**src/rtl/imm_extend_pipe.sv**
```systemverilog
// Two-stage immediate extender: sign/zero extension to full word or slot splat.
// Optional IMM_EXT_SHL_EN adds a shl16 input that shifts the extended value left by 16.
module imm_extend_pipe #(
  parameter int OUT_W  = 128,
  parameter int SLOT_W = 32,
  parameter int IMM_W  = 18,
  parameter int W0     = 7,
  parameter int W1     = 10,
  parameter int W2     = 16,
  parameter int W3     = 18
) (
  input  logic              clk,
  input  logic              reset,
  input  logic              in_valid,
  output logic              in_ready,
  input  logic [IMM_W-1:0]  imm,
  input  logic [1:0]        fmt,
  input  logic [1:0]        mode,
`ifdef IMM_EXT_SHL_EN
  input  logic              shl16,
`endif
  output logic              out_valid,
  input  logic              out_ready,
  output logic [OUT_W-1:0]  out
);

  localparam int REP = OUT_W / SLOT_W;
  localparam int PW  = (IMM_W > SLOT_W) ? IMM_W : SLOT_W;

  function automatic int width_of(input logic [1:0] f);
    int w;
    case (f)
      2'd0:    w = W0;
      2'd1:    w = W1;
      2'd2:    w = W2;
      default: w = W3;
    endcase
    return w;
  endfunction

  function automatic logic [SLOT_W-1:0] slot_mask(input int w);
    logic [SLOT_W-1:0] m;
    for (int i = 0; i < SLOT_W; i++) begin
      m[i] = (i < w);
    end
    return m;
  endfunction

  function automatic logic [OUT_W-1:0] word_mask(input int w);
    logic [OUT_W-1:0] m;
    for (int i = 0; i < OUT_W; i++) begin
      m[i] = (i < w);
    end
    return m;
  endfunction

  logic              s1_valid_q, s1_valid_d;
  logic [SLOT_W-1:0] field_q, field_d;
  logic [1:0]        fmt_q, fmt_d;
  logic [1:0]        mode_q, mode_d;
`ifdef IMM_EXT_SHL_EN
  logic              shl_q, shl_d;
`endif
  logic              out_valid_q, out_valid_d;
  logic [OUT_W-1:0]  out_q, out_d;

  logic              adv1, adv2, accept;
  logic [PW-1:0]     imm_pad;
  logic [SLOT_W-1:0] fld_in;
  int                w_in, w_s1;
  logic              sgn, fill;
  logic [SLOT_W-1:0] slot;
  logic [OUT_W-1:0]  wide, ext;

  always_comb begin
    adv2     = !out_valid_q || out_ready;
    adv1     = !s1_valid_q || adv2;
    in_ready = reset && adv1;
    accept   = in_valid && in_ready;
  end

  // Field is masked at capture so stage 2 only sees the selected bits
  always_comb begin
    w_in    = width_of(fmt);
    imm_pad = PW'(imm);
    fld_in  = imm_pad[SLOT_W-1:0] & slot_mask(w_in);
  end

  always_comb begin
    w_s1 = width_of(fmt_q);
    sgn  = 1'b0;
    for (int i = 0; i < SLOT_W; i++) begin
      if (i == w_s1 - 1) sgn = field_q[i];
    end
    fill = sgn && !mode_q[0];
    slot = field_q | (fill ? ~slot_mask(w_s1) : '0);
    wide = OUT_W'(field_q) | (fill ? ~word_mask(w_s1) : '0);
`ifdef IMM_EXT_SHL_EN
    if (shl_q) begin
      slot = slot << 16;
      wide = wide << 16;
    end
`endif
    ext = mode_q[1] ? {REP{slot}} : wide;
  end

  always_comb begin
    s1_valid_d = s1_valid_q;
    field_d    = field_q;
    fmt_d      = fmt_q;
    mode_d     = mode_q;
`ifdef IMM_EXT_SHL_EN
    shl_d      = shl_q;
`endif
    if (adv1) begin
      s1_valid_d = accept;
      if (accept) begin
        field_d = fld_in;
        fmt_d   = fmt;
        mode_d  = mode;
`ifdef IMM_EXT_SHL_EN
        shl_d   = shl16;
`endif
      end
    end
  end

  // Result is held after a pop; only a stage-2 load changes it
  always_comb begin
    out_valid_d = out_valid_q;
    out_d       = out_q;
    if (adv2) begin
      out_valid_d = s1_valid_q;
      if (s1_valid_q) out_d = ext;
    end
  end

  always_ff @(posedge clk or negedge reset) begin
    if (!reset) begin
      s1_valid_q  <= 1'b0;
      field_q     <= '0;
      fmt_q       <= '0;
      mode_q      <= '0;
`ifdef IMM_EXT_SHL_EN
      shl_q       <= 1'b0;
`endif
      out_valid_q <= 1'b0;
      out_q       <= '0;
    end else begin
      s1_valid_q  <= s1_valid_d;
      field_q     <= field_d;
      fmt_q       <= fmt_d;
      mode_q      <= mode_d;
`ifdef IMM_EXT_SHL_EN
      shl_q       <= shl_d;
`endif
      out_valid_q <= out_valid_d;
      out_q       <= out_d;
    end
  end

  assign out_valid = out_valid_q;
  assign out       = out_q;

endmodule

```
**config.mk**
```make
export PLATFORM = sky130hd
export DESIGN_NAME = imm_extend_pipe
export DESIGN_NICKNAME = d
export VERILOG_FILES = /design/src/rtl/imm_extend_pipe.sv
export SDC_FILE = /design/constraint.sdc
export NUM_CORES = 1
export LEC_CHECK = 0
export CORE_MARGIN = 3
export CORE_UTILIZATION = 44
export CTS_BUF_LIST = sky130_fd_sc_hd__clkbuf_8
export DETAILED_ROUTE_END_ITERATION = 16
export MAX_ROUTING_LAYER = met4
export PLACE_DENSITY = 0.82
export SLEW_MARGIN = 0
export SYNTH_ARGS = -nofsm -noshare
export SYNTH_HDL_FRONTEND = slang
export SYNTH_SLANG_ARGS = --single-unit
```
**constraint.sdc**
```tcl
create_clock -name clk -period 2.1 [get_ports clk]
set_input_delay 0.525 -clock clk [delete_from_list [all_inputs] [get_ports clk]]
set_output_delay 0.525 -clock clk [all_outputs]
set_load 0.05 [all_outputs]
```
# Word level (Yosys, flattened, before mapping)
# Index checks and enable logic that the tools add are counted.
# word_totals
elab_cells,257
input_bits,26
output_inout_bits,130
regBits,166
# op_classes
n_reduce_logical,13
mux,37
n_bitwise,5
magnitude_cmp,160
eq_ne,35
n_addsub,1
# ops
op,n
$lt A8 B32 Y1 const A,64
$lt A6 B32 Y1 const A,32
$lt A7 B32 Y1 const A,32
$eq A6 B32 Y1 const A,16
$lt A5 B32 Y1 const A,16
$eq A5 B32 Y1 const A,8
$lt A4 B32 Y1 const A,8
$mux W128,2
$eq A4 B32 Y1 const A,4
$lt A3 B32 Y1 const A,4
$not A128 Y128,1
$or A32 B128 Y128,1
$eq A3 B32 Y1 const A,2
$lt A1 B32 Y1 const A,2
$lt A2 B32 Y1 const A,2
$and A18 B32 Y32,1
$eq A2 B32 Y1 const A,1
$logic_not A32 Y1,1
$mux W1,32
$mux W32,1
$not A32 Y32,1
$or A32 B32 Y32,1
$sub A32 B2 Y32 const B,1
$pmux W5 S3,2
other kinds (7),16

# Logic depth before layout (Yosys ltp)
# logic_depth
word_depth,40
mapped_depth,6
ltp_nobuf,4

# Worst setup path after synthesis
# OpenSTA, ideal clock, no wires.
# synth_timing
path_kind,register -> register
start,register out_valid_q (netlist: out_valid)
end,register out_q[16] (netlist: out[16])
setup_ns,0.125
path_stages_with_launch,5
t_required_ns,1.975
synth_period_minus_slack_ns,1.798
arrival_time_ns,1.674
setup_slack_ns,0.302
n_path_buf,1
path_cell_list,dfrtp_1 > nand2b_1 > nand2_1 > clkbuf_1 > mux2_2
# synth_via
elab_chain_cells,3
# synth_rtl
element,line,source
"start, declared",64,"logic out_valid_q, out_valid_d;"
"start signal, assigned",157,out_valid_q <= out_valid_d;
$logic_not A1 Y1,76,adv2 = !out_valid_q || out_ready;
$logic_or A1 B1 Y1,76,
$reduce_and A2 Y1 (no line),n/a,
"end signal, assigned",158,out_q <= out_d;
"end, declared",65,"logic [OUT_W-1:0] out_q, out_d;"
# No other way between the ends.
# A chain may end at the register's enable or synchronous reset.

# Worst setup path after layout
# layout_timing
start,register out_q[22] (netlist: out[22])
end,output out[22]
# layout_rtl
element,line,source
"end, declared",24,output logic [OUT_W-1:0] out
# No word-level cell between the ends.

==> flow_metrics.py <==
metrics = {
    "synth": {
        "syn_inst": 317,
        "syn_nets": 343,
        "synthDistinctLibCells": 30,
        "ys_seq_area_share_pct": 55.4,
        "yosysWarnings": 0,
        "avgSynthCellArea_um2": 11.8,
        "synth_seq_cells": 83,
        "syn_area_um2": 3750,
    },
    "place": {
        "place_ws_ps": 29.9,
        "hpwl_mm": 6.06,
        "port_buffers": 155,
        "post_dp_cell_area_um2": 4920,
        "gp_congestion": 0.739,
        "dp.cells": 501,
    },
    "detailed_routing": {
        "drcViolationCount": 0,
        "vias": 2581,
        "drtAntennaViolNets": 0,
        "wl_per_cell_um": 15.8,
        "drt-initial-drc-count": 61,
        "totalWireLength_mm": 8.16,
        "viasPerCell": 4.99,
        "drt_first_pass_iters": 4,
    },
    "floorplan": {
        "die_width_um": 98.3,
        "core.rowCount": 33,
        "core-area_um2": 8260,
        "die-area_um2": 9670,
        "ios": 156,
        "start_util_pct": 45.4,
        "dieHeight_um": 98.3,
    },
    "cells_and_area": {
        "mostFrequentLayoutCells": "dfrtp_1, dlygate4sd2_1, clkdlybuf4s50_1",
        "final_area_um2": 5160,
        "nFillCells": 660,
        "nets": 433,
        "drive_above_1_share_pct": 19.4,
        "mostFrequentLayoutCell": "dfrtp_1",
        "antenna_cells": 0,
        "area_growth_pct": 37.5,
        "multi_input_area_um2": 1060,
        "regArea_um2": 2080,
        "finalNonFillerCells": 517,
    },
    "worst_setup_path": {
        "cp_data_required_time_ps": 1570,
        "crit_buf_inv": 1,
        "slowest_stage": "clkdlybuf4s50_1",
        "end_kind": "output pin",
        "critPathLaunchType": "flop",
        "crit_path_start": "out[22]",
        "worstPathCellList": "clkdlybuf4s50_1",
        "critPathArrivalTime_ps": 1530,
        "crit_type": "flop to output pin",
        "r2r-start": "fmt_q[1]",
        "max_stage_delay_ps": 820,
        "cpLargestDelayFamily": "buffers and inverters",
        "worstPathMaxFanout": 2,
    },
    "clocking": {
        "holdBufCountCts": 0,
        "cts_setup_buffers": 0,
        "clockBufferDepth": 2,
        "cts-buffers-inserted": 9,
        "cts_root_buffer": "clkbuf_8",
        "cts_resized": 60,
        "htreeDepth": 3,
        "clk_latency_ps": 340,
        "clock_sinks": 83,
        "clk_pin_slew_ps": 90,
        "cts_tree": "done",
    },
    "run": {
        "drv_cap": 0,
    },
    "grt": {
        "grt_pass1_wl_mm": 12.6,
        "overflow": 0,
        "antenna_found_initial": 0,
        "grt_pass1_vias": 2406,
        "grt_max_degree": 45,
        "grtUsageTotal_pct": 16.9,
    },
    "power_and_ir_drop": {
        "powerDensity_nw_per_um2": 1640,
        "irDropWorstVdd_uv": 541,
        "cellLeakagePower_nw": 3.11,
    },
    "worst_hold_path": {
        "hold_class": "input port to asynchronous set/reset pin",
    },
    "sta": {
        "hold_slack_ps": 296,
        "worst_clock_skew_ps": 8.73,
        "tightest_slew_ps": 549,
        "relSlewSlack_pct": 63.3,
        "maxSlewViolCount": 0,
        "post-route-min-period_ps": 2050,
        "fmax_mhz": 487,
        "fin_crit_sh_pct": 97.8,
        "fin_setup_tns_ps": 0,
        "final_hold_viol_count": 0,
        "setup_ws_ps": 45.6,
        "setup_viol": 0,
    },
    "status": {
        "status": "finished, final reports clean",
    },
}
## state kept, by name (all words and copies together) (netlist names)
signal	cells
field_q	18
fmt_q	2
mode_q	2
out	59
out_valid	1
s1_valid_q	1
## synth_stat cells
cell type	n	area, um^2
a211o_1	6	52.6
nor2_1	7	26.3
inv_1	1	3.75
buf_6	2	22.5
nor4b_1	1	8.76
a21oi_1	6	30.0
and3_1	1	6.26
a21o_1	25	188
o21a_4	1	15.0
o21ai_0	20	100
and2_1	1	6.26
or2_2	3	18.8
nand3b_1	1	7.51
inv_2	1	3.75
nand2_1	25	93.8
nor3_2	1	10.0
nand2b_1	2	12.5
mux2_2	24	270
nor2b_4	1	13.8
o22ai_1	1	6.26
dfrtp_1	83	2080
nor4b_4	1	23.8
buf_2	4	20.0
clkbuf_1	10	37.5
a221o_1	12	120
a311oi_2	1	15.0
buf_4	70	526
nand3_1	4	20.0
o21ai_1	1	5.00
nor3b_2	1	12.5
## power breakdown
part	leakage (nW)	total, mW	internal, mW	switching [mW]
sequential	1.06	2.36	2.02	0.347
combinational	1.93	4.76	1.36	3.41
clock	0.117	1.34	0.787	0.557
total	3.11	8.47	4.16	4.31
## final timing paths
check	cells past startpoint	to	slack (ps)
setup / recovery	1	out[22]	50
hold / removal	2	out[16]	300
setup reg to reg	5	out[98]	470
hold reg to reg	1	out[27]	480
max in group asynchronous	3	out[20]	900
min in group clk	1	out[27]	480
## layout make-up
type | count | area share (%)
Clock inverter | 7 | 2.28
Timing Repair Buffer | 165 | 31.8
Sequential cell | 83 | 40.2
Tap cell | 105 | 2.55
Clock buffer | 9 | 2.40
Multi-Input combinational cell | 146 | 20.6
Inverter | 2 | 0.145
## worst reg2reg max path, delay by kind of cell, from the launching register on
| kind | cells | cell delay (ps) |
|---|---|---|
| DFF | 1 | 530 |
| buffers and inverters | 1 | 230 |
| and+or+nand+nor | 2 | 370 |
| AOI/OAI and AO/OA | 2 | 430 |
## metrics by stage
stage,util [%],total power [mW]
2_1_floorplan,-,6.27
5_1_grt,62.5,8.79
3_3_place_gp,59.6,7.41
6_report,62.5,8.47
3_5_place_dp,59.6,7.49
4_1_cts,61.6,8.57
## cell families (layout without fill, tap and decap cells)
group                  count (synthesis)  in the layout  synth area share [%]
muxes                                 24             24                  7.20
and+or+nand+nor                       49             49                  6.94
AOI/OAI and AO/OA                     73             73                  14.2
DFF                                   83             83                  55.4
buffers and inverters                 88            183                  16.3
## layer usage
layer | part of all wire [%] | track usage, % | vias up
li1 | - | - | 1203
met1 | 41 | 20.4 | 1274
met2 | 52 | 28.4 | 92
met3 | 5.0 | 2.57 | 12
met4 | 1.8 | 6.51 | 0
met5 | 0 | - | -
Power figures use the tool's default switching activity.
